## src/rtl/mem_access_unit_if.sv

```systemverilog
`default_nettype none
//------------------------------------------------------------------------------
//  Module      : mem_access_unit_if
//  Description : Data-memory port bundle between the load/store unit and a
//                word-organised data memory.
//                  addr     - word address
//                  data_in  - lane-replicated store data
//                  str      - write strobe
//                  sel      - byte-lane select, bit n covers bits [8n+7:8n]
//                  ld       - read enable
//                  data_out - registered, lane-masked read data
//                Modports: master = access unit, slave = memory.
//  Revision    : 1.0  initial release
//------------------------------------------------------------------------------
interface mem_access_unit_if #(
    parameter int MEM_ADDR_BITS = 20
) ();
    logic [MEM_ADDR_BITS-1:0] addr;
    logic [31:0]              data_in;
    logic                     str;
    logic [3:0]               sel;
    logic                     ld;
    logic [31:0]              data_out;

    modport master (
        output addr, data_in, str, sel, ld,
        input  data_out
    );

    modport slave (
        input  addr, data_in, str, sel, ld,
        output data_out
    );
endinterface
`default_nettype wire

```

## src/rtl/mem_access_unit.sv

```systemverilog
`default_nettype none
//------------------------------------------------------------------------------
//  Module      : mem_access_unit
//  Description : Load/store controller between the CPU MEM stage and a
//                word-organised data memory. Turns byte/half/word requests at
//                byte addresses into word address + lane select + replicated
//                store data, and extracts/extends load data. Misaligned or
//                illegal-size requests fault without touching memory.
//  Ports       : clk, clr (sync active-high reset)
//                req/we/size/sign_ext/addr/wdata - CPU request
//                busy/done/err/rdata             - CPU status and result
//                mem                             - data-memory port (master)
//  Revision    : 1.0  initial release
//------------------------------------------------------------------------------
module mem_access_unit #(
    parameter int MEM_ADDR_BITS = 20
) (
    input  wire logic                     clk,
    input  wire logic                     clr,
    input  wire logic                     req,
    input  wire logic                     we,
    input  wire logic [1:0]               size,
    input  wire logic                     sign_ext,
    input  wire logic [MEM_ADDR_BITS+1:0] addr,
    input  wire logic [31:0]              wdata,
    output      logic                     busy,
    output      logic                     done,
    output      logic                     err,
    output      logic [31:0]              rdata,
    mem_access_unit_if.master             mem
);

    typedef enum logic [1:0] {
        ST_IDLE  = 2'd0,
        ST_ISSUE = 2'd1,
        ST_RESP  = 2'd2,
        ST_FAULT = 2'd3
    } state_t;

    state_t                   r_state;
    state_t                   w_next;

    logic                     r_we;
    logic [1:0]               r_size;
    logic                     r_sign_ext;
    logic [MEM_ADDR_BITS+1:0] r_addr;
    logic [31:0]              r_wdata;
    logic                     r_done;
    logic                     r_err;
    logic [31:0]              r_rdata;

    logic                     w_misaligned;
    logic                     w_str;
    logic                     w_ld;
    logic [3:0]               w_sel;
    logic [31:0]              w_din;
    logic [31:0]              w_shift;
    logic [31:0]              w_load;

    // Checked on the live inputs so the fault decision is made at acceptance.
    always_comb begin
        w_misaligned = 1'b0;
        case (size)
            2'b00:   w_misaligned = 1'b0;
            2'b01:   w_misaligned = addr[0];
            2'b10:   w_misaligned = (addr[1:0] != 2'b00);
            default: w_misaligned = 1'b1;
        endcase
    end

    // State register.
    always_ff @(posedge clk) begin
        if (clr) begin
            r_state <= ST_IDLE;
        end else begin
            r_state <= w_next;
        end
    end

    // Next state and memory pins; pins are live only during ISSUE.
    always_comb begin
        w_next = r_state;
        w_str  = 1'b0;
        w_ld   = 1'b0;
        w_sel  = 4'b0000;
        w_din  = 32'h0;
        case (r_state)
            ST_IDLE: begin
                if (req) begin
                    w_next = w_misaligned ? ST_FAULT : ST_ISSUE;
                end
            end
            ST_ISSUE: begin
                w_next = ST_RESP;
                w_str  = r_we;
                w_ld   = !r_we;
                case (r_size)
                    2'b00: begin
                        w_sel = 4'b0001 << r_addr[1:0];
                        w_din = {4{r_wdata[7:0]}};
                    end
                    2'b01: begin
                        w_sel = r_addr[1] ? 4'b1100 : 4'b0011;
                        w_din = {2{r_wdata[15:0]}};
                    end
                    default: begin
                        // Only word reaches here; size 11 always faults.
                        w_sel = 4'b1111;
                        w_din = r_wdata;
                    end
                endcase
            end
            ST_RESP:  w_next = ST_IDLE;
            ST_FAULT: w_next = ST_IDLE;
            default:  w_next = ST_IDLE;
        endcase
    end

    // Memory returns the lanes in place; shift the addressed lane down to bit 0.
    always_comb begin
        w_shift = mem.data_out >> {r_addr[1:0], 3'b000};
        w_load  = w_shift;
        case (r_size)
            2'b00:   w_load = {{24{r_sign_ext & w_shift[7]}},  w_shift[7:0]};
            2'b01:   w_load = {{16{r_sign_ext & w_shift[15]}}, w_shift[15:0]};
            default: w_load = w_shift;
        endcase
    end

    // Request latch and response registers.
    always_ff @(posedge clk) begin
        if (clr) begin
            r_we       <= 1'b0;
            r_size     <= 2'b00;
            r_sign_ext <= 1'b0;
            r_addr     <= '0;
            r_wdata    <= 32'h0;
            r_done     <= 1'b0;
            r_err      <= 1'b0;
            r_rdata    <= 32'h0;
        end else begin
            r_done <= 1'b0;
            r_err  <= 1'b0;
            if (r_state == ST_IDLE && req) begin
                r_we       <= we;
                r_size     <= size;
                r_sign_ext <= sign_ext;
                r_addr     <= addr;
                r_wdata    <= wdata;
            end
            if (r_state == ST_RESP) begin
                r_done  <= 1'b1;
                r_rdata <= r_we ? 32'h0 : w_load;
            end
            if (r_state == ST_FAULT) begin
                r_done  <= 1'b1;
                r_err   <= 1'b1;
                r_rdata <= 32'h0;
            end
        end
    end

    assign busy        = (r_state != ST_IDLE);
    assign done        = r_done;
    assign err         = r_err;
    assign rdata       = r_rdata;
    assign mem.addr    = r_addr[MEM_ADDR_BITS+1:2];
    assign mem.data_in = w_din;
    assign mem.str     = w_str;
    assign mem.sel     = w_sel;
    assign mem.ld      = w_ld;

endmodule
`default_nettype wire

```

## src/flat_wrapper.sv

```systemverilog
// flat-port wrapper written by rule: the top's interface ports become plain ports
module mem_access_unit_flat 
#(
    parameter int MEM_ADDR_BITS = 20
)
  (clk, clr, req, we, size, sign_ext, addr, wdata, busy, done, err, rdata, mem_addr, mem_data_in, mem_str, mem_sel, mem_ld, mem_data_out);
  mem_access_unit_if #(.MEM_ADDR_BITS(MEM_ADDR_BITS)) mem_i ();
  input  wire logic clk;
  input  wire logic clr;
  input  wire logic req;
  input  wire logic we;
  input  wire logic [1:0] size;
  input  wire logic sign_ext;
  input  wire logic [MEM_ADDR_BITS+1:0] addr;
  input  wire logic [31:0] wdata;
  output      logic busy;
  output      logic done;
  output      logic err;
  output      logic [31:0] rdata;
  output wire logic [$bits(mem_i.addr)-1:0] mem_addr;
  output wire logic [$bits(mem_i.data_in)-1:0] mem_data_in;
  output wire logic [$bits(mem_i.str)-1:0] mem_str;
  output wire logic [$bits(mem_i.sel)-1:0] mem_sel;
  output wire logic [$bits(mem_i.ld)-1:0] mem_ld;
  input wire logic [$bits(mem_i.data_out)-1:0] mem_data_out;
  assign mem_addr = mem_i.addr;
  assign mem_data_in = mem_i.data_in;
  assign mem_str = mem_i.str;
  assign mem_sel = mem_i.sel;
  assign mem_ld = mem_i.ld;
  assign mem_i.data_out = mem_data_out;
  mem_access_unit #(.MEM_ADDR_BITS(MEM_ADDR_BITS)) u_core (.clk(clk), .clr(clr), .req(req), .we(we), .size(size), .sign_ext(sign_ext), .addr(addr), .wdata(wdata), .busy(busy), .done(done), .err(err), .rdata(rdata), .mem(mem_i));
endmodule
```

## config.mk

```make
export PLATFORM = sky130hd
export DESIGN_NAME = mem_access_unit_flat
export DESIGN_NICKNAME = d
export VERILOG_FILES = /design/src/rtl/mem_access_unit_if.sv /design/src/rtl/mem_access_unit.sv /design/src/flat_wrapper.sv
export SDC_FILE = /design/constraint.sdc
export NUM_CORES = 1
export LEC_CHECK = 0
export BUFFER_PORTS_ARGS = -buffer_cell sky130_fd_sc_hd__buf_2
export CELL_PAD_IN_SITES_DETAIL_PLACEMENT = 1
export CELL_PAD_IN_SITES_GLOBAL_PLACEMENT = 2
export CORE_MARGIN = 2
export CORE_UTILIZATION = 27
export CTS_BUF_LIST = sky130_fd_sc_hd__clkbuf_4
export DETAILED_ROUTE_END_ITERATION = 10
export PLACE_DENSITY_LB_ADDON = 0.1
export SYNTH_ARGS = -nofsm -noshare
export SYNTH_HDL_FRONTEND = slang
export SYNTH_SLANG_ARGS = --single-unit
```

## constraint.sdc

```tcl
create_clock -name clk -period 2 [get_ports clk]
set_input_delay 0.3 -clock clk [delete_from_list [all_inputs] [get_ports clk]]
set_output_delay 0.3 -clock clk [all_outputs]
set_load 0.01 [all_outputs]
```

== Word-level counts from Yosys, hierarchy flattened ==
Index checks and enable logic that the tools add are counted.
Operators by class
  $add $sub $neg: 0
  multipliers: 0
  divide/modulo/power cells: 0
  magnitude comparators: 0
  equal/unequal tests: 7
  shift-type cells: 2
  mux-type cells: 16
  bitwise gates (word level): 2
  reductions and logical operators: 9
Operator list (number)
  $pmux W32 S2: 2
  $mux W32: 2
  $shr A32 B5 Y32: 1
  $mux W4: 2
  $pmux W4 S2: 1
  $eq A2 B1 Y1 const B: 3
  $eq A2 B2 Y1 const B: 3
  $logic_not A2 Y1: 3
  $pmux W2 S3: 1
  $mux W1: 5
  $mux W2: 2
  $reduce_bool A2 Y1: 2
  $reduce_or A2 Y1: 2
  $shl A1 B2 Y4 const A: 1
  $pmux W1 S3: 1
  $and A1 B1 Y1: 2
  $ne A2 B2 Y1 const B: 1
  $logic_and A1 B1 Y1: 1
  $logic_not A1 Y1: 1
Storage, ports and cells
  register bits: 94
  latch bits: 0
  bits in writable memories: 0
  ROM bits: 0
  bits of input ports: 93
  word-level logic and storage cells: 45
  memories kept: 0

== Logic depth before layout (Yosys ltp) ==
Gate-level depths: netlist of the first run.
  word-level depth: 5
  gate-level depth with buffers: 7
  gate-level depth less buffers: 4

== Worst setup path before layout of the first run ==
Ideal clock, no wire load.
  path kind: register to output
  start: register u_core.r_size[0]
  end: output port mem_data_in[10]
  arrival time: 1565 ps
  required time: 1700 ps
  slack: 135 ps
  stages on the path, launching flop included: 7
  cells stage by stage: dfxtp_1 > buf_2 > or2_2 > clkbuf_1 > clkbuf_1 > nand2_1 > a21oi_1
Between the ends
  longest elaborated chain between the ends: 3
RTL lines
  start: declaration: RTL line mem_access_unit.sv:44  | logic [1:0] r_size;
  start signal: assignment: RTL line mem_access_unit.sv:146  | r_size <= size;
  $eq A2 B1 Y1 / $logic_not A2 Y1 (equally long branches): RTL line mem_access_unit.sv:97  | case (r_size)
  $pmux W32 S2 *: RTL line mem_access_unit.sv:97
  $mux W32 *: RTL line mem_access_unit.sv:87  | case (r_state)
  end: declaration: RTL line flat_wrapper.sv:21  | output wire logic [$bits(mem_i.data_in)-1:0] mem_data_in;
Every way passes the cells marked *; elsewhere a longest branch is shown, timed or not.

== Worst setup path in the final report of the first run ==
  start: register u_core.r_size[0]
  end: output port mem_data_in[25]
Same word-level chain as after synthesis.

==> results of run 1 <==
repair_timing:
item	in CTS	in global routing
gates cloned	0	2
hold endpoints to repair	4	0
setup endpoints to repair	36	36
buffers inserted	1	0
resized for setup	19	16
hold buffers	4	0
report_power, final:
part / internal, mW / total [mW] / switching (mW)
clock: 0.516 / 1.20 / 0.681
sequential: 1.97 / 2.05 / 0.0821
combinational: 0.357 / 0.830 / 0.473
total: 2.85 / 4.08 / 1.24
logic make-up (layout without fill, tap and decap cells):
logic type             Yosys count  after routing
AOI/OAI and AO/OA              131            131
DFF                             94             94
buffers and inverters           69            234
and+or+nand+nor                225            225
muxes                           40             40
other                            0              1
per-layer routing:
metal | track usage | vias to the layer above
li1 | - | 2188
met1 | 0.244 | 2133
met2 | 0.287 | 101
met3 | 0.0373 | 9
met4 | 0.0550 | 0
met5 | 0 | -
worst paths after layout:
kind	startpoint	endpoint	cells after the start
worst max-delay path	u_core.r_size[0]$_SDFFE_PP0P_	mem_data_in[25]	6
worst min-delay path	wdata[4]	u_core.r_wdata[4]$_SDFFE_PP0P_	3
worst max register to register	u_core.r_we$_SDFFE_PP0P_	u_core.rdata[27]$_SDFFE_PP0P_	4
worst min register to register	u_core.r_addr[13]$_SDFFE_PP0P_	u_core.r_addr[13]$_SDFFE_PP0P_	2
synth_stat cells (4+ instances only):
cell type	number
sky130_fd_sc_hd__and2_1	10
sky130_fd_sc_hd__nand3b_1	8
sky130_fd_sc_hd__nand2_1	141
sky130_fd_sc_hd__nor2_1	40
sky130_fd_sc_hd__buf_6	4
sky130_fd_sc_hd__buf_4	20
sky130_fd_sc_hd__a21oi_1	93
sky130_fd_sc_hd__mux4_2	8
sky130_fd_sc_hd__or2_2	4
sky130_fd_sc_hd__a221o_2	10
sky130_fd_sc_hd__nor2b_1	10
sky130_fd_sc_hd__mux2i_1	24
sky130_fd_sc_hd__o21ai_0	19
sky130_fd_sc_hd__mux2_2	8
sky130_fd_sc_hd__dfxtp_1	94
sky130_fd_sc_hd__clkbuf_1	36
sky130_fd_sc_hd__a221o_1	6
layout make-up:
| cell class | count | area share |
|---|---|---|
| antenna | 1 | 0.000423 |
| sequential | 94 | 0.320 |
| timing repair buffer | 215 | 0.208 |
| multi-input combinational | 396 | 0.396 |
| tap | 220 | 0.0465 |
| clock buffer | 10 | 0.0127 |
| clock inverter | 6 | 0.0146 |
| inverter | 3 | 0.00190 |
worst max-delay path, cell delays in order (launching register included):
cell and delay, ps:
sky130_fd_sc_hd__dfxtp_4 410, sky130_fd_sc_hd__buf_8 130, sky130_fd_sc_hd__mux2i_1 220, sky130_fd_sc_hd__nor2_1 80, sky130_fd_sc_hd__a21oi_1 120, sky130_fd_sc_hd__nor2_1 60, sky130_fd_sc_hd__buf_2 140
registers in the layout, indices dropped and copies added (netlist names):
name	cells
u_core.rdata	32
u_core.r_we	1
u_core.r_wdata	32
u_core.done	1
u_core.r_size	2
u_core.r_sign_ext	1
u_core.err	1
u_core.r_state	2
u_core.r_addr	22
through the flow:
stage | hold WS [ps] | utilization | setup TNS [ps] | setup WS, ps
floorplan | 436 | - | 0 | 135
global placement | 440 | 0.337 | 0 | 270
detailed placement | 446 | 0.337 | 0 | 231
CTS | 2.48 | 0.353 | -402 | -63.1
global route | 6.86 | 0.359 | -103 | -59.5
finish | 55.4 | 0.359 | 0 | 74.6
==> flow_results.xml, run 1 <==
<?xml version="1.0" encoding="UTF-8"?>
<metrics>
  <group name="synth">
    <metric name="yosys.area_share.adder" unit="">0</metric>
    <metric name="synth-xor-area-share" unit="">0</metric>
    <metric name="synth-warning-count" unit="">0</metric>
    <metric name="synth-edff-count" unit="">0</metric>
    <metric name="post-synth-top-area-cell" unit="">sky130_fd_sc_hd__dfxtp_1</metric>
    <metric name="postSynth.topFlopCell" unit="">sky130_fd_sc_hd__dfxtp_1</metric>
    <metric name="yosysSeqAreaShare" unit="">0.417</metric>
    <metric name="synth_compound_gate_area_share" unit="">0.169</metric>
    <metric name="synthDominantCellAreaShare" unit="">0.417</metric>
    <metric name="post_synth.cell_area_avg" unit="sq um">8.07</metric>
    <metric name="ys_ff_latch" unit="">94</metric>
    <metric name="synth_cell_type_count" unit="">31</metric>
    <metric name="cell_count_after_synthesis" unit="">559</metric>
    <metric name="post_synth_and_or_nand_nor_area_fraction" unit="">0.219</metric>
    <metric name="synthesis.area" unit="sq um">4510</metric>
    <metric name="yosys-mux-area-fraction" unit="">0.113</metric>
    <metric name="combinational_family_with_the_most_area_after_synthesis" unit="">simple AND/OR/NAND/NOR gates</metric>
    <metric name="yosys-top-cells-area" unit="">sky130_fd_sc_hd__dfxtp_1 (42%), sky130_fd_sc_hd__nand2_1 (12%), sky130_fd_sc_hd__a21oi_1 (10%), sky130_fd_sc_hd__mux2i_1 (5.3%), sky130_fd_sc_hd__mux4_2 (4.0%)</metric>
    <metric name="syn-num-nets" unit="">652</metric>
    <metric name="asyncSetResetFlopFracSynth" unit="">0</metric>
  </group>
  <group name="pwr">
    <metric name="power_leakage" unit="nW">2.58</metric>
    <metric name="post-layout-total-power" unit="mW">4.08</metric>
    <metric name="vdd.ir_drop.worst" unit="mV">0.387</metric>
    <metric name="powerDensity" unit="nW/um^2">690</metric>
  </group>
  <group name="placed_design">
    <metric name="detailed_place_hpwl" unit="mm">11.8</metric>
    <metric name="buffer_ports.inserted" unit="">185</metric>
    <metric name="place.detailed.instances" unit="">921</metric>
    <metric name="globalplace.congestion" unit="">0.823</metric>
    <metric name="dpl_cell_area" unit="sq um">5550</metric>
  </group>
  <group name="layout">
    <metric name="layout_common_cells" unit="">sky130_fd_sc_hd__buf_2 (185), sky130_fd_sc_hd__nand2_1 (141), sky130_fd_sc_hd__dfxtp_1 (91)</metric>
    <metric name="commonest_non_fill_non_tap_cell_in_the_layout" unit="">sky130_fd_sc_hd__buf_2</metric>
    <metric name="fin_cells" unit="">945</metric>
    <metric name="num-nets-final" unit="">812</metric>
    <metric name="area_delta_synth_final" unit="%">31.2</metric>
    <metric name="final_layout_size_suffix_gt1_frac" unit="">0.387</metric>
    <metric name="area_of_the_multi_input_gates" unit="sq um">2340</metric>
    <metric name="final-seq-area" unit="sq um">1890</metric>
    <metric name="layout.filler_cells" unit="">2020</metric>
    <metric name="finalInstanceArea" unit="sq um">5920</metric>
  </group>
  <group name="worst_setup_path">
    <metric name="worstSetupPathType" unit="">register to output port</metric>
    <metric name="startpoint_type_of_the_worst_setup_path" unit="">register</metric>
    <metric name="critPathRequiredTime" unit="ps">1700</metric>
    <metric name="endpoint_kind" unit="">output port</metric>
    <metric name="crit_fanout" unit="">5</metric>
    <metric name="arrival" unit="ps">1630</metric>
    <metric name="rrSetupSlack" unit="ps">180</metric>
  </group>
  <group name="routing">
    <metric name="routed_wirelength" unit="mm">16.3</metric>
    <metric name="detail-route-antenna-nets" unit="">0</metric>
    <metric name="first_pass_iters" unit="">5</metric>
    <metric name="route.top_layer_used" unit="">met4</metric>
    <metric name="drcViolationCount" unit="">0</metric>
    <metric name="dr.first_iter.drc_count" unit="">211</metric>
    <metric name="post_drt_via_cell_ratio" unit="">4.69</metric>
    <metric name="met2_wirelength" unit="mm">7.54</metric>
    <metric name="met1_length" unit="mm">7.73</metric>
    <metric name="num_vias" unit="">4431</metric>
    <metric name="post_drt_wl_per_cell" unit="microns">17.2</metric>
    <metric name="route.met3.wl" unit="microns">820</metric>
  </group>
  <group name="clock_tree">
    <metric name="cts_num_sinks" unit="">94</metric>
    <metric name="clkLatencyLatePin" unit="ps">460</metric>
    <metric name="cts_max_path_buffers" unit="">2</metric>
    <metric name="cts_tree" unit="">built</metric>
    <metric name="h_tree_levels" unit="">3</metric>
    <metric name="ctsRootBufferMaster" unit="">sky130_fd_sc_hd__clkbuf_4</metric>
    <metric name="cts_buffers" unit="">9</metric>
    <metric name="clk_transition_reported_paths" unit="ps">150</metric>
  </group>
  <group name="floorplan">
    <metric name="starting_density_of_the_core" unit="">0.274</metric>
    <metric name="rows" unit="">47</metric>
    <metric name="fp.dieArea" unit="sq um">17800</metric>
    <metric name="placeableCoreArea" unit="sq um">16500</metric>
    <metric name="die_h" unit="microns">133</metric>
    <metric name="die_width" unit="microns">133</metric>
    <metric name="ios" unit="">186</metric>
  </group>
  <group name="sta">
    <metric name="layout_worst_path_cycle_share" unit="">0.963</metric>
    <metric name="setup_viol" unit="">0</metric>
    <metric name="finalHoldViolations" unit="">0</metric>
    <metric name="max_freq" unit="MHz">519</metric>
    <metric name="worst-slew-pin-transition" unit="ps">547</metric>
    <metric name="max-slew-margin-rel" unit="">0.635</metric>
    <metric name="skew" unit="ps">10.1</metric>
    <metric name="final_max_slew_viol_count" unit="">0</metric>
    <metric name="period_needed" unit="ps">1930</metric>
    <metric name="grt_setup_unrepaired" unit="">yes</metric>
  </group>
  <group name="global_route">
    <metric name="maximum_number_of_pins_on_one_net_before_global_route_repair" unit="">48</metric>
    <metric name="grt_pass1_wl" unit="mm">24.9</metric>
    <metric name="grt_remaining_overflow" unit="">0</metric>
    <metric name="first_global_vias" unit="">4463</metric>
    <metric name="grt_usage" unit="">0.180</metric>
    <metric name="grt_antenna_before_repair" unit="">1</metric>
  </group>
  <group name="min_path">
    <metric name="hp-class" unit="">input pin to register</metric>
  </group>
  <group name="status">
    <metric name="run_status" unit="">completed</metric>
  </group>
  <group name="run">
    <metric name="cap_viol_max_count" unit="">0</metric>
  </group>
</metrics>
(Power assumes the default switching activity.)
==> inputs of run 2 (changes only) <==
--- a/config.mk
+++ b/config.mk
@@ -11,8 +11,9 @@
 export CORE_MARGIN = 2
 export CORE_UTILIZATION = 27
 export CTS_BUF_LIST = sky130_fd_sc_hd__clkbuf_4
+export CTS_CLUSTER_SIZE = 14
 export DETAILED_ROUTE_END_ITERATION = 10
-export PLACE_DENSITY_LB_ADDON = 0.1
+export PLACE_DENSITY = 0.83
 export SYNTH_ARGS = -nofsm -noshare
 export SYNTH_HDL_FRONTEND = slang
 export SYNTH_SLANG_ARGS = --single-unit
==> flow_results.xml, run 2 (synthesis results as in run 1) <==
<?xml version="1.0" encoding="UTF-8"?>
<metrics>
  <group name="worst_setup_path">
    <metric name="rrSetupSlack" unit="ps">140</metric>
    <metric name="critPathRequiredTime" unit="ps">1700</metric>
    <metric name="r2r-end" unit="">u_core.rdata[29]$_SDFFE_PP0P_</metric>
    <metric name="crit_path_start" unit="">u_core.r_state[0]$_SDFFE_PP0P_</metric>
    <metric name="startpoint_type_of_the_worst_setup_path" unit="">register</metric>
    <metric name="worstSetupPathType" unit="">register to output port</metric>
    <metric name="endpoint" unit="">mem_sel[2]</metric>
    <metric name="arrival" unit="ps">1660</metric>
    <metric name="crit_fanout" unit="">4</metric>
    <metric name="cells_on_worst_reg2reg_path" unit="">5</metric>
    <metric name="crit-reg2reg-launch" unit="">u_core.r_state[0]$_SDFFE_PP0P_</metric>
    <metric name="endpoint_kind" unit="">output port</metric>
  </group>
  <group name="placed_design">
    <metric name="place.detailed.instances" unit="">922</metric>
    <metric name="globalplace.congestion" unit="">0.837</metric>
    <metric name="buffer_ports.inserted" unit="">185</metric>
    <metric name="post-place-ws" unit="ps">157</metric>
    <metric name="detailed_place_hpwl" unit="mm">12.0</metric>
    <metric name="dpl_cell_area" unit="sq um">5580</metric>
  </group>
  <group name="sta">
    <metric name="grt_setup_unrepaired" unit="">yes</metric>
    <metric name="max-slew-margin-rel" unit="">0.483</metric>
    <metric name="period_needed" unit="ps">1960</metric>
    <metric name="max_freq" unit="MHz">510</metric>
    <metric name="finalHoldViolations" unit="">0</metric>
    <metric name="setup_viol" unit="">0</metric>
    <metric name="timing.final.ws_setup" unit="ps">39.3</metric>
    <metric name="skew" unit="ps">19.0</metric>
    <metric name="worst-slew-pin-transition" unit="ps">776</metric>
    <metric name="final_max_slew_viol_count" unit="">0</metric>
    <metric name="final.hold.worst_slack" unit="ps">39.9</metric>
    <metric name="final.setup.tns" unit="ps">0</metric>
    <metric name="layout_worst_path_cycle_share" unit="">0.980</metric>
  </group>
  <group name="global_route">
    <metric name="grt_pass1_wl" unit="mm">25.4</metric>
    <metric name="first_global_vias" unit="">4651</metric>
    <metric name="grt_usage" unit="">0.182</metric>
    <metric name="grt_remaining_overflow" unit="">0</metric>
    <metric name="maximum_number_of_pins_on_one_net_before_global_route_repair" unit="">70</metric>
    <metric name="grt_antenna_before_repair" unit="">5</metric>
  </group>
  <group name="layout">
    <metric name="final_layout_size_suffix_gt1_frac" unit="">0.409</metric>
    <metric name="finalInstanceArea" unit="sq um">6060</metric>
    <metric name="num-nets-final" unit="">816</metric>
    <metric name="commonest_non_fill_non_tap_cell_in_the_layout" unit="">sky130_fd_sc_hd__buf_2</metric>
    <metric name="area_delta_synth_final" unit="%">34.4</metric>
    <metric name="layout_common_cells" unit="">sky130_fd_sc_hd__buf_2 (180), sky130_fd_sc_hd__nand2_1 (134), sky130_fd_sc_hd__dfxtp_1 (90)</metric>
    <metric name="fin_cells" unit="">952</metric>
  </group>
  <group name="pwr">
    <metric name="sw_frac_of_total" unit="">0.307</metric>
    <metric name="power.share.combinational" unit="">0.209</metric>
    <metric name="power_leakage" unit="nW">2.64</metric>
    <metric name="powerDensity" unit="nW/um^2">683</metric>
    <metric name="vdd.ir_drop.worst" unit="mV">0.260</metric>
    <metric name="internal_power" unit="mW">2.87</metric>
    <metric name="net-switching-power" unit="mW">1.27</metric>
    <metric name="sequentialPowerShare" unit="">0.496</metric>
    <metric name="power_frac_clock" unit="">0.295</metric>
  </group>
  <group name="routing">
    <metric name="post_drt_via_cell_ratio" unit="">4.82</metric>
    <metric name="detail-route-antenna-nets" unit="">0</metric>
    <metric name="num_vias" unit="">4585</metric>
    <metric name="post_drt_wl_per_cell" unit="microns">17.1</metric>
    <metric name="first_pass_iters" unit="">6</metric>
    <metric name="drcViolationCount" unit="">0</metric>
    <metric name="routed_wirelength" unit="mm">16.3</metric>
    <metric name="dr.first_iter.drc_count" unit="">136</metric>
  </group>
  <group name="clock_tree">
    <metric name="cts_buffers" unit="">9</metric>
    <metric name="cts_tree" unit="">built</metric>
    <metric name="cts_max_path_buffers" unit="">2</metric>
    <metric name="ctsRootBufferMaster" unit="">sky130_fd_sc_hd__clkbuf_4</metric>
    <metric name="cts_num_sinks" unit="">94</metric>
    <metric name="clk_transition_reported_paths" unit="ps">160</metric>
    <metric name="h_tree_levels" unit="">3</metric>
    <metric name="clkLatencyLatePin" unit="ps">480</metric>
  </group>
  <group name="floorplan">
    <metric name="placeableCoreArea" unit="sq um">16500</metric>
    <metric name="die_width" unit="microns">133</metric>
    <metric name="starting_density_of_the_core" unit="">0.274</metric>
    <metric name="fp.dieArea" unit="sq um">17800</metric>
    <metric name="die_h" unit="microns">133</metric>
    <metric name="rows" unit="">47</metric>
    <metric name="ios" unit="">186</metric>
  </group>
  <group name="run">
    <metric name="cap_viol_max_count" unit="">0</metric>
  </group>
  <group name="min_path">
    <metric name="hp-class" unit="">input pin to register</metric>
  </group>
  <group name="status">
    <metric name="run_status" unit="">completed</metric>
  </group>
</metrics>
-- run 2: changes by cell type in the layout (fill, tap and decap cells not counted), moves of 3 or more --
cell and delta:
sky130_fd_sc_hd__buf_6 +11, sky130_fd_sc_hd__nand2_1 -7, sky130_fd_sc_hd__and2_1 -5, sky130_fd_sc_hd__and2_4 +5, sky130_fd_sc_hd__buf_2 -5, sky130_fd_sc_hd__nand2_2 +5
sky130_fd_sc_hd__buf_12 +3, sky130_fd_sc_hd__clkinv_4 +3, sky130_fd_sc_hd__diode_2 +3
-- run 2: area by class of cell --
| class | instances | area [sq um] |
|---|---|---|
| well taps | 220 | 275 |
| diodes | 4 | 10.0 |
| repair buffers | 219 | 1320 |
| clock buffers | 9 | 67.6 |
| multi-input cells | 396 | 2380 |
| clock inverters | 7 | 98.8 |
| flip-flops and latches | 94 | 1890 |
| inverters | 3 | 11.3 |
| fillers | 2045 | 10400 |
-- run 2: worst min-delay path by stage --
stage                                         from  slack, ps  cells after the start                               to
floorplan                                 addr[10]        440                      2   u_core.r_addr[10]$_SDFFE_PP0P_
global placement     u_core.rdata[10]$_SDFFE_PP0P_        430                      2    u_core.rdata[10]$_SDFFE_PP0P_
detailed placement  u_core.r_addr[16]$_SDFFE_PP0P_        450                      2   u_core.r_addr[16]$_SDFFE_PP0P_
CTS                                       addr[15]        0.9                      3   u_core.r_addr[15]$_SDFFE_PP0P_
global route                             wdata[10]        0.2                      3  u_core.r_wdata[10]$_SDFFE_PP0P_
finish                                   wdata[18]         40                      3  u_core.r_wdata[18]$_SDFFE_PP0P_
-- run 2: worst max-delay path: stages, from the launching register on --
cell,delay (ps)
sky130_fd_sc_hd__dfxtp_2,370
sky130_fd_sc_hd__buf_6,110
sky130_fd_sc_hd__nor2b_4,180
sky130_fd_sc_hd__o21ai_1,130
sky130_fd_sc_hd__a21oi_2,220
sky130_fd_sc_hd__buf_2,180
-- run 2: through the flow --
| step | power (mW) | util |
|---|---|---|
| floorplan | 2.56 | - |
| global placement | 2.86 | 0.339 |
| detailed placement | 2.89 | 0.339 |
| CTS | 4.16 | 0.356 |
| global route | 4.37 | 0.368 |
| finish | 4.14 | 0.368 |
-- run 2: metal layers --
| layer | share of wire | vias up | GRT usage |
|---|---|---|---|
| li1 | - | 2204 | - |
| met1 | 0.42 | 2200 | 0.221 |
| met2 | 0.49 | 154 | 0.307 |
| met3 | 0.066 | 25 | 0.0472 |
| met4 | 0.024 | 2 | 0.0733 |
| met5 | 0.00080 | - | 0 |
-- run 2: timing repair --
item	4_1_cts	5_1_grt
gates cloned	0	1
pin swaps	3	7
setup buffers	5	2
hold endpoints to repair	0	2
setup endpoints to repair	33	34
gates resized for setup	25	34
hold buffers	0	2
-- run 2: power groups by stage --
| stage | Clock, mW | Sequential (mW) | Combinational [mW] |
|---|---|---|---|
| 2_1_floorplan | 0 | 2.07 | 0.484 |
| 3_3_place_gp | 0 | 2.08 | 0.778 |
| 3_5_place_dp | 0 | 2.09 | 0.799 |
| 4_1_cts | 1.28 | 2.05 | 0.832 |
| 5_1_grt | 1.35 | 2.07 | 0.952 |
| 6_report | 1.22 | 2.06 | 0.865 |
==> inputs of run 3 (changes only) <==
--- a/config.mk
+++ b/config.mk
@@ -5,11 +5,12 @@
 export SDC_FILE = /design/constraint.sdc
 export NUM_CORES = 1
 export LEC_CHECK = 0
+export ABC_AREA = 1
 export BUFFER_PORTS_ARGS = -buffer_cell sky130_fd_sc_hd__buf_2
 export CELL_PAD_IN_SITES_DETAIL_PLACEMENT = 1
 export CELL_PAD_IN_SITES_GLOBAL_PLACEMENT = 2
 export CORE_MARGIN = 2
-export CORE_UTILIZATION = 27
+export CORE_UTILIZATION = 26
 export CTS_BUF_LIST = sky130_fd_sc_hd__clkbuf_4
 export CTS_CLUSTER_SIZE = 14
 export DETAILED_ROUTE_END_ITERATION = 10
==> flow_results.xml, run 3 <==
<?xml version="1.0" encoding="UTF-8"?>
<metrics>
  <group name="synth">
    <metric name="synth_compound_gate_area_share" unit="">0.194</metric>
    <metric name="post_synth.cell_area_avg" unit="sq um">6.94</metric>
    <metric name="ys_ff_latch" unit="">94</metric>
    <metric name="yosys-top-cells-area" unit="">sky130_fd_sc_hd__dfxtp_1 (40%), sky130_fd_sc_hd__nand2_1 (18%), sky130_fd_sc_hd__a21oi_1 (11%), sky130_fd_sc_hd__buf_4 (3.7%), sky130_fd_sc_hd__nand3_1 (3.6%)</metric>
    <metric name="cell_count_after_synthesis" unit="">672</metric>
    <metric name="combinational_family_with_the_most_area_after_synthesis" unit="">simple AND/OR/NAND/NOR gates</metric>
    <metric name="yosysSeqAreaShare" unit="">0.403</metric>
    <metric name="post_synth_and_or_nand_nor_area_fraction" unit="">0.294</metric>
    <metric name="yosys.area_share.adder" unit="">0</metric>
    <metric name="yosys-mux-area-fraction" unit="">0</metric>
    <metric name="synth_cell_type_count" unit="">30</metric>
    <metric name="postSynth.topFlopCell" unit="">sky130_fd_sc_hd__dfxtp_1</metric>
    <metric name="synthDominantCellAreaShare" unit="">0.403</metric>
    <metric name="post-synth-top-area-cell" unit="">sky130_fd_sc_hd__dfxtp_1</metric>
    <metric name="asyncSetResetFlopFracSynth" unit="">0</metric>
    <metric name="synth.top_cells.by_count" unit="">sky130_fd_sc_hd__nand2_1 (227), sky130_fd_sc_hd__a21oi_1 (102), sky130_fd_sc_hd__dfxtp_1 (94)</metric>
    <metric name="synth-edff-count" unit="">0</metric>
    <metric name="synth-xor-area-share" unit="">0</metric>
    <metric name="synthesis.area" unit="sq um">4670</metric>
    <metric name="yosysMostFrequentCell" unit="">sky130_fd_sc_hd__nand2_1</metric>
    <metric name="syn-num-nets" unit="">765</metric>
    <metric name="synth-warning-count" unit="">0</metric>
  </group>
  <group name="worst_setup_path">
    <metric name="crit_path_top_delay_cell" unit="">sky130_fd_sc_hd__dfxtp_2</metric>
    <metric name="startpoint_type_of_the_worst_setup_path" unit="">register</metric>
    <metric name="cpPeakStageDelay" unit="ps">380</metric>
    <metric name="endpoint_kind" unit="">output port</metric>
    <metric name="crit_fanout" unit="">6</metric>
    <metric name="worstSetupPathType" unit="">register to output port</metric>
    <metric name="arrival" unit="ps">1730</metric>
    <metric name="path_cells" unit="">inv_2, nor2_4, clkinvlp_4, buf_6, nor2_1, buf_2</metric>
    <metric name="critPathRequiredTime" unit="ps">1700</metric>
  </group>
  <group name="layout">
    <metric name="final_layout_size_suffix_gt1_frac" unit="">0.331</metric>
    <metric name="finalInstanceArea" unit="sq um">6240</metric>
    <metric name="layout_common_cells" unit="">sky130_fd_sc_hd__nand2_1 (225), sky130_fd_sc_hd__buf_2 (182), sky130_fd_sc_hd__a21oi_1 (100)</metric>
    <metric name="commonest_non_fill_non_tap_cell_in_the_layout" unit="">sky130_fd_sc_hd__nand2_1</metric>
    <metric name="num-nets-final" unit="">946</metric>
    <metric name="area_delta_synth_final" unit="%">33.8</metric>
    <metric name="post-route-util" unit="">0.359</metric>
  </group>
  <group name="clock_tree">
    <metric name="cts_max_path_buffers" unit="">2</metric>
    <metric name="cts_buffers" unit="">9</metric>
    <metric name="clkLatencyLatePin" unit="ps">480</metric>
    <metric name="cts_tree" unit="">built</metric>
    <metric name="ctsRootBufferMaster" unit="">sky130_fd_sc_hd__clkbuf_4</metric>
    <metric name="cts_num_sinks" unit="">94</metric>
    <metric name="clk_transition_reported_paths" unit="ps">170</metric>
    <metric name="h_tree_levels" unit="">3</metric>
  </group>
  <group name="floorplan">
    <metric name="die_width" unit="microns">138</metric>
    <metric name="placeableCoreArea" unit="sq um">17400</metric>
    <metric name="ios" unit="">186</metric>
    <metric name="fp.dieArea" unit="sq um">19000</metric>
    <metric name="rows" unit="">48</metric>
    <metric name="starting_density_of_the_core" unit="">0.268</metric>
    <metric name="die_h" unit="microns">138</metric>
  </group>
  <group name="pwr">
    <metric name="vdd.ir_drop.worst" unit="mV">0.244</metric>
    <metric name="powerDensity" unit="nW/um^2">675</metric>
    <metric name="power_leakage" unit="nW">2.86</metric>
  </group>
  <group name="placed_design">
    <metric name="buffer_ports.inserted" unit="">185</metric>
    <metric name="globalplace.congestion" unit="">0.803</metric>
    <metric name="post-place-ws" unit="ps">292</metric>
    <metric name="detailed_place_hpwl" unit="mm">12.0</metric>
    <metric name="dpl_cell_area" unit="sq um">5590</metric>
  </group>
  <group name="sta">
    <metric name="skew" unit="ps">19.2</metric>
    <metric name="period_needed" unit="ps">2030</metric>
    <metric name="timing.final.ws_setup" unit="ps">-27.1</metric>
    <metric name="layout_worst_path_cycle_share" unit="">1.01</metric>
    <metric name="setup_viol" unit="">9</metric>
    <metric name="grt_setup_unrepaired" unit="">yes</metric>
    <metric name="final.hold.worst_slack" unit="ps">51.7</metric>
    <metric name="max_freq" unit="MHz">493</metric>
    <metric name="finalHoldViolations" unit="">0</metric>
    <metric name="final_max_slew_viol_count" unit="">0</metric>
    <metric name="worst-slew-pin-transition" unit="ps">477</metric>
    <metric name="max-slew-margin-rel" unit="">0.682</metric>
  </group>
  <group name="run">
    <metric name="cap_viol_max_count" unit="">0</metric>
  </group>
  <group name="min_path">
    <metric name="hp-class" unit="">input pin to register</metric>
  </group>
  <group name="routing">
    <metric name="num_vias" unit="">5054</metric>
    <metric name="detail-route-antenna-nets" unit="">0</metric>
    <metric name="post_drt_via_cell_ratio" unit="">4.66</metric>
    <metric name="post_drt_wl_per_cell" unit="microns">15.9</metric>
    <metric name="first_pass_iters" unit="">4</metric>
    <metric name="routed_wirelength" unit="mm">17.2</metric>
    <metric name="dr.first_iter.drc_count" unit="">182</metric>
    <metric name="drcViolationCount" unit="">0</metric>
  </group>
  <group name="status">
    <metric name="failed_checks" unit="">setup timing</metric>
    <metric name="run_status" unit="">finished, violations left</metric>
  </group>
  <group name="global_route">
    <metric name="grt_pass1_wl" unit="mm">26.8</metric>
    <metric name="maximum_number_of_pins_on_one_net_before_global_route_repair" unit="">47</metric>
    <metric name="first_global_vias" unit="">5036</metric>
    <metric name="grt_usage" unit="">0.183</metric>
    <metric name="grt_antenna_before_repair" unit="">4</metric>
    <metric name="grt_remaining_overflow" unit="">0</metric>
  </group>
</metrics>
## run 3: cell types whose count changed after synthesis, sizes merged, moves of 10 or more
cell	before	now
nor2b	10	0
inv	3	22
a21oi	93	112
nand3	0	37
buf	30	47
mux2i	24	0
and2	10	0
nand2	141	239
clkbuf	36	22
a221o	16	0
a211oi	0	14
## run 3: worst max-delay path: cells and delay by family (launching register included)
family | cells | cell delay, ps
simple gates | 2 | 250
buf+inv | 4 | 610
flops | 1 | 380
## run 3: logic make-up after synthesis
logic type / count (synthesis)
simple gates: 326
compound gates: 160
buf+inv: 92
flops: 94
## run 3: what timing repair did
item	4_1_cts	5_1_grt
pin swaps	5	4
buffers inserted	6	0
endpoints found under the setup margin	38	38
endpoints found under the hold margin	30	1
gates cloned	3	0
hold buffers	30	1
gates resized for setup	38	10
## run 3: routing by layer
| metal | global-route usage | up-vias | routed length, microns |
|---|---|---|---|
| met4 | 0.0385 | 6 | 155 |
| met5 | 0 | - | 37 |
| met2 | 0.312 | 151 | 8390 |
| met1 | 0.227 | 2336 | 7430 |
| met3 | 0.0581 | 18 | 1210 |
| li1 | - | 2543 | - |
## run 3: area by class of cell
type                       count  area, sq um
fill                        2268        11200
multi-input combinational    486         2380
sequential                    94         1890
timing repair buffer         238         1450
tap                          225          282
inverter                      23          110
clock buffer                  10         75.1
clock inverter                 6         52.6
timing repair inverter         1         5.00
antenna                        1         2.50
## run 3: per-stage QoR
| step | power, mW | instances | setup TNS [ps] |
|---|---|---|---|
| 6_report | 4.21 | 1084 | -147 |
| 3_5_place_dp | 3.12 | 1027 | 0 |
| 2_1_floorplan | 2.78 | 672 | 0 |
| 5_1_grt | 4.50 | 1084 | -4420 |
| 4_1_cts | 4.27 | 1082 | -1480 |
| 3_3_place_gp | 3.10 | 1027 | 0 |
## run 3: final timing paths
path / startpoint / to / slack (ps) / cells after the start
max reg2reg: u_core.r_size[0]$_SDFFE_PP0P_ / u_core.rdata[31]$_SDFFE_PP0P_ / 220 / 8
min reg2reg: u_core.rdata[9]$_SDFFE_PP0P_ / u_core.rdata[9]$_SDFFE_PP0P_ / 470 / 2
min: wdata[13] / u_core.r_wdata[13]$_SDFFE_PP0P_ / 50 / 3
max: u_core.r_state[0]$_SDFFE_PP0P_ / mem_data_in[6] / -30 / 6
## run 3: where the power goes
part           internal (mW)  switching, mW
logic                  0.423          0.690
registers               1.99         0.0861
clock network          0.289          0.736
total                   2.70           1.51
